[config.mk]
export PLATFORM = sky130hd
export DESIGN_NAME = reset_sequencer
export DESIGN_NICKNAME = d
export VERILOG_FILES = /design/src/rtl/galetron_pkg.sv /design/src/rtl/quantum_timer.sv /design/src/rtl/reset_sequencer.sv
export SDC_FILE = /design/constraint.sdc
export NUM_CORES = 1
export LEC_CHECK = 0
export CAP_MARGIN = 20
export CORE_ASPECT_RATIO = 0.7
export CORE_MARGIN = 8
export CORE_UTILIZATION = 39
export CTS_CLUSTER_DIAMETER = 200
export CTS_CLUSTER_SIZE = 10
export DETAILED_ROUTE_END_ITERATION = 8
export PLACE_DENSITY_LB_ADDON = 0.2
export SYNTH_ARGS = -nofsm -noshare
export SYNTH_HDL_FRONTEND = slang
export SYNTH_SLANG_ARGS = --single-unit
[constraint.sdc]
create_clock -name clock -period 2.3 [get_ports clock]
set_input_delay 0.345 -clock clock [delete_from_list [all_inputs] [get_ports clock]]
set_output_delay 0.345 -clock clock [all_outputs]
set_load 0.05 [all_outputs]
[src/rtl/galetron_pkg.sv]
// Shared constants and encodings for the galetron reset/context-exchange path.
// Opcode values, FSM state encoding and reset-cause encoding live here.
package galetron_pkg;

  // Opcode that asks the core to (re)start the whole system.
  localparam logic [5:0] OPC_START = 6'b100111;

  // Default geometry of the sequencer.
  localparam int DEF_OP_WIDTH      = 6;
  localparam int DEF_PC_WIDTH      = 12;
  localparam int DEF_OS_PC_LIMIT   = 256;
  localparam int DEF_RESET_CYCLES  = 4;
  localparam int DEF_QUANTUM_WIDTH = 32;

  typedef enum logic [1:0] {
    ST_RUN    = 2'd0,
    ST_HOLD   = 2'd1,
    ST_SWITCH = 2'd2
  } state_t;

  typedef enum logic [1:0] {
    CAUSE_NONE   = 2'd0,
    CAUSE_START  = 2'd1,
    CAUSE_SYSRST = 2'd2,
    CAUSE_RESUME = 2'd3
  } cause_t;

  // Highest-priority active source; only meaningful while a request is present.
  function automatic cause_t pick_cause(input logic start, input logic sysrst);
    if (start) begin
      return CAUSE_START;
    end else if (sysrst) begin
      return CAUSE_SYSRST;
    end else begin
      return CAUSE_RESUME;
    end
  endfunction

endpackage

[src/rtl/quantum_timer.sv]
// Saturating quantum (watchdog) down-counter with load priority.
// o_expire pulses combinationally on the cycle whose edge takes the count 1->0.
module quantum_timer #(
  parameter int WIDTH = 32
) (
  input  logic             clock,
  input  logic             reset,
  input  logic             i_load,
  input  logic [WIDTH-1:0] i_value,
  input  logic             i_enable,
  output logic [WIDTH-1:0] o_count,
  output logic             o_expire
);

  logic [WIDTH-1:0] r_count;
  logic             w_dec;

  // A load on the would-be expiry cycle wins, so it also suppresses expiry.
  assign w_dec    = !i_load && i_enable && (r_count != '0);
  assign o_expire = w_dec && (r_count == WIDTH'(1));
  assign o_count  = r_count;

  // NOTE: state registers use non-blocking assignments so every flop samples
  // pre-edge values; blocking here would create order-dependent simulation.
  always_ff @(posedge clock or negedge reset) begin
    if (!reset) begin
      r_count <= '0;
    end else if (i_load) begin
      r_count <= i_value;
    end else if (w_dec) begin
      r_count <= r_count - WIDTH'(1);
    end
  end

endmodule

[src/rtl/reset_sequencer.sv]
// Qualifies CPU reset requests into a fixed-length resetCPU pulse and issues a
// held jump-to-scheduler request on quantum expiry or software context switch.
module reset_sequencer
  import galetron_pkg::*;
#(
  parameter int                  OP_WIDTH      = DEF_OP_WIDTH,
  parameter int                  PC_WIDTH      = DEF_PC_WIDTH,
  parameter int                  OS_PC_LIMIT   = DEF_OS_PC_LIMIT,
  parameter logic [OP_WIDTH-1:0] START_OPCODE  = OPC_START,
  parameter int                  RESET_CYCLES  = DEF_RESET_CYCLES,
  parameter int                  QUANTUM_WIDTH = DEF_QUANTUM_WIDTH
) (
  input  logic                     clock,
  input  logic                     reset,
  input  logic [OP_WIDTH-1:0]      operation,
  input  logic [PC_WIDTH-1:0]      program_counter,
  input  logic                     system_reset,
  input  logic                     resume_os,
  input  logic                     context_exchange,
  input  logic                     quantum_load,
  input  logic [QUANTUM_WIDTH-1:0] quantum_value,
  input  logic                     quantum_enable,
  input  logic                     context_ack,
  output logic                     resetCPU,
  output logic                     jump_context_exchange,
  output logic [1:0]               reset_cause,
  output logic [QUANTUM_WIDTH-1:0] quantum_count
);

  localparam int HOLD_W = (RESET_CYCLES > 1) ? $clog2(RESET_CYCLES) : 1;
  localparam logic [HOLD_W-1:0]   HOLD_LOAD = HOLD_W'(RESET_CYCLES - 1);
  localparam logic [PC_WIDTH:0]   PC_LIMIT  = (PC_WIDTH + 1)'(OS_PC_LIMIT);

  state_t              r_state;
  logic [HOLD_W-1:0]   r_hold;
  logic                r_reset_cpu;
  logic                r_jump;
  cause_t              r_cause;
  logic                r_switch_pending;

  logic                w_is_start;
  logic                w_in_os;
  logic                w_rst_req;
  cause_t              w_cause;
  logic [QUANTUM_WIDTH-1:0] w_count;
  logic                w_expire;
  logic                w_pend_set;

  // Unsigned compare over the full PC width; the extra MSB keeps a limit of
  // 2**PC_WIDTH representable.
  assign w_is_start = (operation == START_OPCODE);
  assign w_in_os    = ({1'b0, program_counter} < PC_LIMIT);
  assign w_rst_req  = w_is_start | system_reset | (resume_os & w_in_os);

  // NOTE: every signal assigned in always_comb gets a default first, so no
  // path leaves it unassigned and no latch is inferred.
  always_comb begin
    w_cause = CAUSE_NONE;
    if (w_rst_req) begin
      w_cause = pick_cause(w_is_start, system_reset);
    end
  end

  quantum_timer #(
    .WIDTH(QUANTUM_WIDTH)
  ) u_quantum_timer (
    .clock    (clock),
    .reset    (reset),
    .i_load   (quantum_load),
    .i_value  (quantum_value),
    .i_enable (quantum_enable && (r_state == ST_RUN)),
    .o_count  (w_count),
    .o_expire (w_expire)
  );

  // A zero quantum blocks software switches as well as expiry.
  assign w_pend_set = w_expire | (context_exchange & (w_count != '0));

  always_ff @(posedge clock or negedge reset) begin
    if (!reset) begin
      r_state          <= ST_RUN;
      r_hold           <= '0;
      r_reset_cpu      <= 1'b0;
      r_jump           <= 1'b0;
      r_cause          <= CAUSE_NONE;
      r_switch_pending <= 1'b0;
    end else begin
      // Set first; any clear in the state logic below overrides it, so a
      // reset or an ack always beats a same-cycle new switch request.
      if (w_pend_set) begin
        r_switch_pending <= 1'b1;
      end

      case (r_state)
        ST_RUN: begin
          if (w_rst_req) begin
            r_state          <= ST_HOLD;
            r_hold           <= HOLD_LOAD;
            r_reset_cpu      <= 1'b1;
            r_cause          <= w_cause;
            r_switch_pending <= 1'b0;
          end else if (r_switch_pending) begin
            r_state <= ST_SWITCH;
            r_jump  <= 1'b1;
          end
        end

        ST_HOLD: begin
          if (r_hold != '0) begin
            r_hold <= r_hold - HOLD_W'(1);
          end else if (w_rst_req) begin
            r_hold <= HOLD_LOAD;
          end else begin
            r_state     <= ST_RUN;
            r_reset_cpu <= 1'b0;
          end
        end

        ST_SWITCH: begin
          if (w_rst_req) begin
            r_state          <= ST_HOLD;
            r_hold           <= HOLD_LOAD;
            r_reset_cpu      <= 1'b1;
            r_jump           <= 1'b0;
            r_cause          <= w_cause;
            r_switch_pending <= 1'b0;
          end else if (context_ack) begin
            r_state          <= ST_RUN;
            r_jump           <= 1'b0;
            r_switch_pending <= 1'b0;
          end
        end

        default: begin
          r_state     <= ST_RUN;
          r_reset_cpu <= 1'b0;
          r_jump      <= 1'b0;
        end
      endcase
    end
  end

  assign resetCPU              = r_reset_cpu;
  assign jump_context_exchange = r_jump;
  assign reset_cause           = r_cause;
  assign quantum_count         = w_count;

endmodule

==> flow_summary.json <==
{
  "finalHoldViolCount": 0,
  "synth_edf_count": 0,
  "synth_ff_type": "dfrtp_1",
  "final.min_clock_period_ns": 2.217,
  "synthDistinctLibCells": 54,
  "tightest_slew_ns": 0.5309,
  "synth-simple-area-share_pct": 28.86,
  "yosysWarnings": 0,
  "clkSlewWorstSetupHoldPaths_ns": 0.08,
  "switching_power_mw": 1.114,
  "drt-initial-drc-count": 147,
  "synthMuxAreaShare_pct": 0,
  "power_frac_seq_pct": 37.1,
  "cts_root_buf": "clkbuf_8",
  "outcome": "finished clean",
  "slew-limit-headroom_pct": 64.61,
  "vdd_drop_max_mv": 0.2810,
  "max_stage_delay_ns": 0.56,
  "grt_pass1_wl_um": 14260,
  "async_reset_ff_share_pct": 100.0,
  "syn_to_final_growth_pct": 51.42,
  "clk_latency_ns": 0.30,
  "postCtsResizedCells": 0,
  "die_w_um": 112.9,
  "clock_path_buffers": 2,
  "grt_max_degree": 34,
  "drc": 0,
  "finalSetupViolCount": 0,
  "hpwl_um": 6816,
  "synthXorXnorAreaFrac_pct": 0.6836,
  "cts_sinks": 41,
  "diodes": 0,
  "drive_gt1_share_pct": 19.66,
  "cp_max_fo": 11,
  "grt_usage_pct": 18.59,
  "crit_top_cell": "buf_4",
  "start_util_pct": 40.63,
  "setup_tns_ns": 0,
  "maxCapViolations": 0,
  "synth_top_family_by_area": "simple AND/OR/NAND/NOR gates",
  "ios": 94,
  "dp_cells": 478,
  "dieArea_um2": 9461,
  "fin_util_pct": 61.53,
  "max_freq_ghz": 0.4510,
  "vias": 2849,
  "routed_wirelength_um": 8859,
  "avgSynthCellArea_um2": 8.928,
  "hold_path.class": "input pin to asynchronous set/reset pin",
  "cts_setup_buffers": 0,
  "h-tree-depth": 2,
  "fp-row-count": 24,
  "grt_pass1_vias": 2742,
  "port_buffers": 85,
  "cp-start-kind": "flop",
  "crit_slowest_cell": "or4_1",
  "synthAdderAreaFrac_pct": 1.465,
  "drv_slew": 0,
  "p_clk_share_pct": 17.2,
  "via_per_inst": 5.874,
  "numCtsBuffers": 5,
  "dieHeight_um": 83.82,
  "path_buf_inv": 2,
  "antenna_found_initial": 0,
  "synth-compound-area-share_pct": 24.17,
  "cpLargestDelayFamily": "simple AND/OR/NAND/NOR gates",
  "crit_path_end_kind": "flop",
  "final-instance-count-excl-fill": 485,
  "first_pass_iters": 4,
  "gp_congestion": 0.8677,
  "synth_fp_nets": 348,
  "cts_hold_buf": 0,
  "grt.overflow.total": 0,
  "routedWlPerCell_um": 18.27,
  "path_class": "flop to flop",
  "required_ns": 2.49,
  "skew_ns": 0.005793,
  "pwr_density_cell_nw_per_um2": 686.4,
  "internal-power_mw": 1.549,
  "cts_tree": "yes",
  "ys_ff_latch": 41,
  "combPwrFrac_pct": 45.7,
  "synthCells": 287,
  "nNetsFinal": 468,
  "post-route-period-util_pct": 96.40,
  "cp.arrival_ns": 2.41,
  "synth_area_um2": 2562,
  "leakage_nw": 1.479,
  "swShare_pct": 41.82,
  "final_antenna_net_count": 0,
  "crit_chain": "or4_1, nor2_1, buf_4, a41o_2, buf_4, o221ai_1, a21o_1",
  "yosysSeqAreaShare_pct": 40.04,
  "coreArea_um2": 6306,
  "rsz0062_at_grt": "yes"
}
==> routing by layer <==
metal	track usage (%)	vias to the layer above	share of wire, %
met2	26.22	117	43
met5	0	-	0
met4	5.542	0	1.2
met1	26.58	1368	48
met3	5.202	12	8.2
li1	-	1352	-
==> layout by cell type, fill, tap and decap left out, types with 3 or more instances in the layout <==
cell / instances
a31oi_1: 10
a21o_1: 3
or3_1: 7
a21oi_1: 8
nand4_1: 5
dfrtp_2: 7
nor3_1: 6
o211ai_1: 8
buf_4: 42
inv_1: 7
o311ai_1: 5
nand3_1: 18
o21ai_1: 4
nor4_1: 4
clkdlybuf4s50_1: 84
a22oi_1: 3
dfrtp_1: 34
ha_1: 3
nand2_1: 29
o31ai_1: 9
nor2_1: 29
and2_1: 4
or4_1: 13
clkbuf_8: 5
a31oi_2: 3
o21ai_0: 10
==> cell type report <==
class | count | area, um^2
sequential | 41 | 1035
timing repair buffer | 129 | 1201
inverter | 7 | 26.28
clock inverter | 1 | 5.005
multi-input combinational | 223 | 1443
fill | 561 | 2426
clock buffer | 6 | 72.57
tap | 78 | 97.59
==> stage by stage <==
stage | cell area [um^2] | hold WS, ns | power, mW | setup WS (ns)
6_report | 3880 | 0.01894 | 2.663 | 0.08285
2_1_floorplan | 2571 | 0.04941 | 1.690 | 0.005973
3_3_place_gp | 3774 | 0.3451 | 2.174 | 0.06670
4_1_cts | 3851 | 0.03051 | 2.660 | 0.02826
3_5_place_dp | 3774 | 0.3482 | 2.203 | 0.03665
5_1_grt | 3880 | 0.04934 | 2.802 | -0.004021
==> registers in the layout, indices dropped and copies added (netlist names) <==
signal and flops:
jump_context_exchange 1, r_switch_pending 1, u_quantum_timer.o_count 32, reset_cause 2, r_state 2, r_hold 2, resetCPU 1
==> final timing paths <==
| check | startpoint | end | slack (ns) | cells after the start |
|---|---|---|---|---|
| max | u_quantum_timer.o_count[20]$_DFFE_PN0P_ | u_quantum_timer.o_count[8]$_DFFE_PN0P_ | 0.08 | 7 |
| min | reset | r_hold[1]$_DFFE_PN0P_ | 0.02 | 1 |
| max reg2reg | u_quantum_timer.o_count[20]$_DFFE_PN0P_ | u_quantum_timer.o_count[8]$_DFFE_PN0P_ | 0.08 | 7 |
| min reg2reg | reset_cause[1]$_DFFE_PN0P_ | reset_cause[1]$_DFFE_PN0P_ | 0.54 | 1 |
| max in group asynchronous | reset | u_quantum_timer.o_count[28]$_DFFE_PN0P_ | 1.78 | 2 |
| min in group clock | reset_cause[1]$_DFFE_PN0P_ | reset_cause[1]$_DFFE_PN0P_ | 0.54 | 1 |
==> worst register-to-register path: stages, from the launching register on <==
cell,delay (ns)
dfrtp_1,0.40
or4_1,0.56
nor2_1,0.18
buf_4,0.20
a41o_2,0.32
buf_4,0.17
o221ai_1,0.12
a21o_1,0.17
==> cells in the mapped netlist, types with 3 or more instances <==
library cell,n,area [um^2]
a21o_1,3,22.52
a21oi_1,9,45.04
a22oi_1,3,22.52
a31oi_1,10,62.56
a31oi_2,3,37.54
and2_1,4,25.02
buf_2,4,20.02
clkbuf_1,9,33.78
dfrtp_1,41,1026
ha_1,3,37.54
inv_1,7,26.28
nand2_1,29,108.9
nand3_1,19,95.09
nand4_1,5,31.28
nor2_1,29,108.9
nor3_1,6,30.03
nor4_1,4,25.02
o211ai_1,8,60.06
o21ai_0,10,50.05
o21ai_1,4,20.02
o311ai_1,5,43.79
o31ai_1,9,67.56
or3_1,7,43.79
or4_1,13,97.59
==> kinds of logic (layout without fill, tap and decap cells) <==
| logic type | after synthesis | in the layout |
|---|---|---|
| buffers and inverters | 23 | 143 |
| flip-flops | 41 | 41 |
| AND/OR/NAND/NOR | 134 | 134 |
| XOR/XNOR | 2 | 2 |
| adder cells (fa/ha/maj) | 3 | 3 |
| AO/OA/AOI/OAI | 84 | 84 |
==> power by group through the flow <==
stage | Clock, mW | Combinational (mW) | Sequential, mW
5_1_grt | 0.492 | 1.30 | 1.01
3_5_place_dp | 0 | 1.21 | 0.996
2_1_floorplan | 0 | 0.408 | 1.28
6_report | 0.458 | 1.22 | 0.989
3_3_place_gp | 0 | 1.18 | 0.991
4_1_cts | 0.465 | 1.21 | 0.985
(Power assumes the default switching activity.)
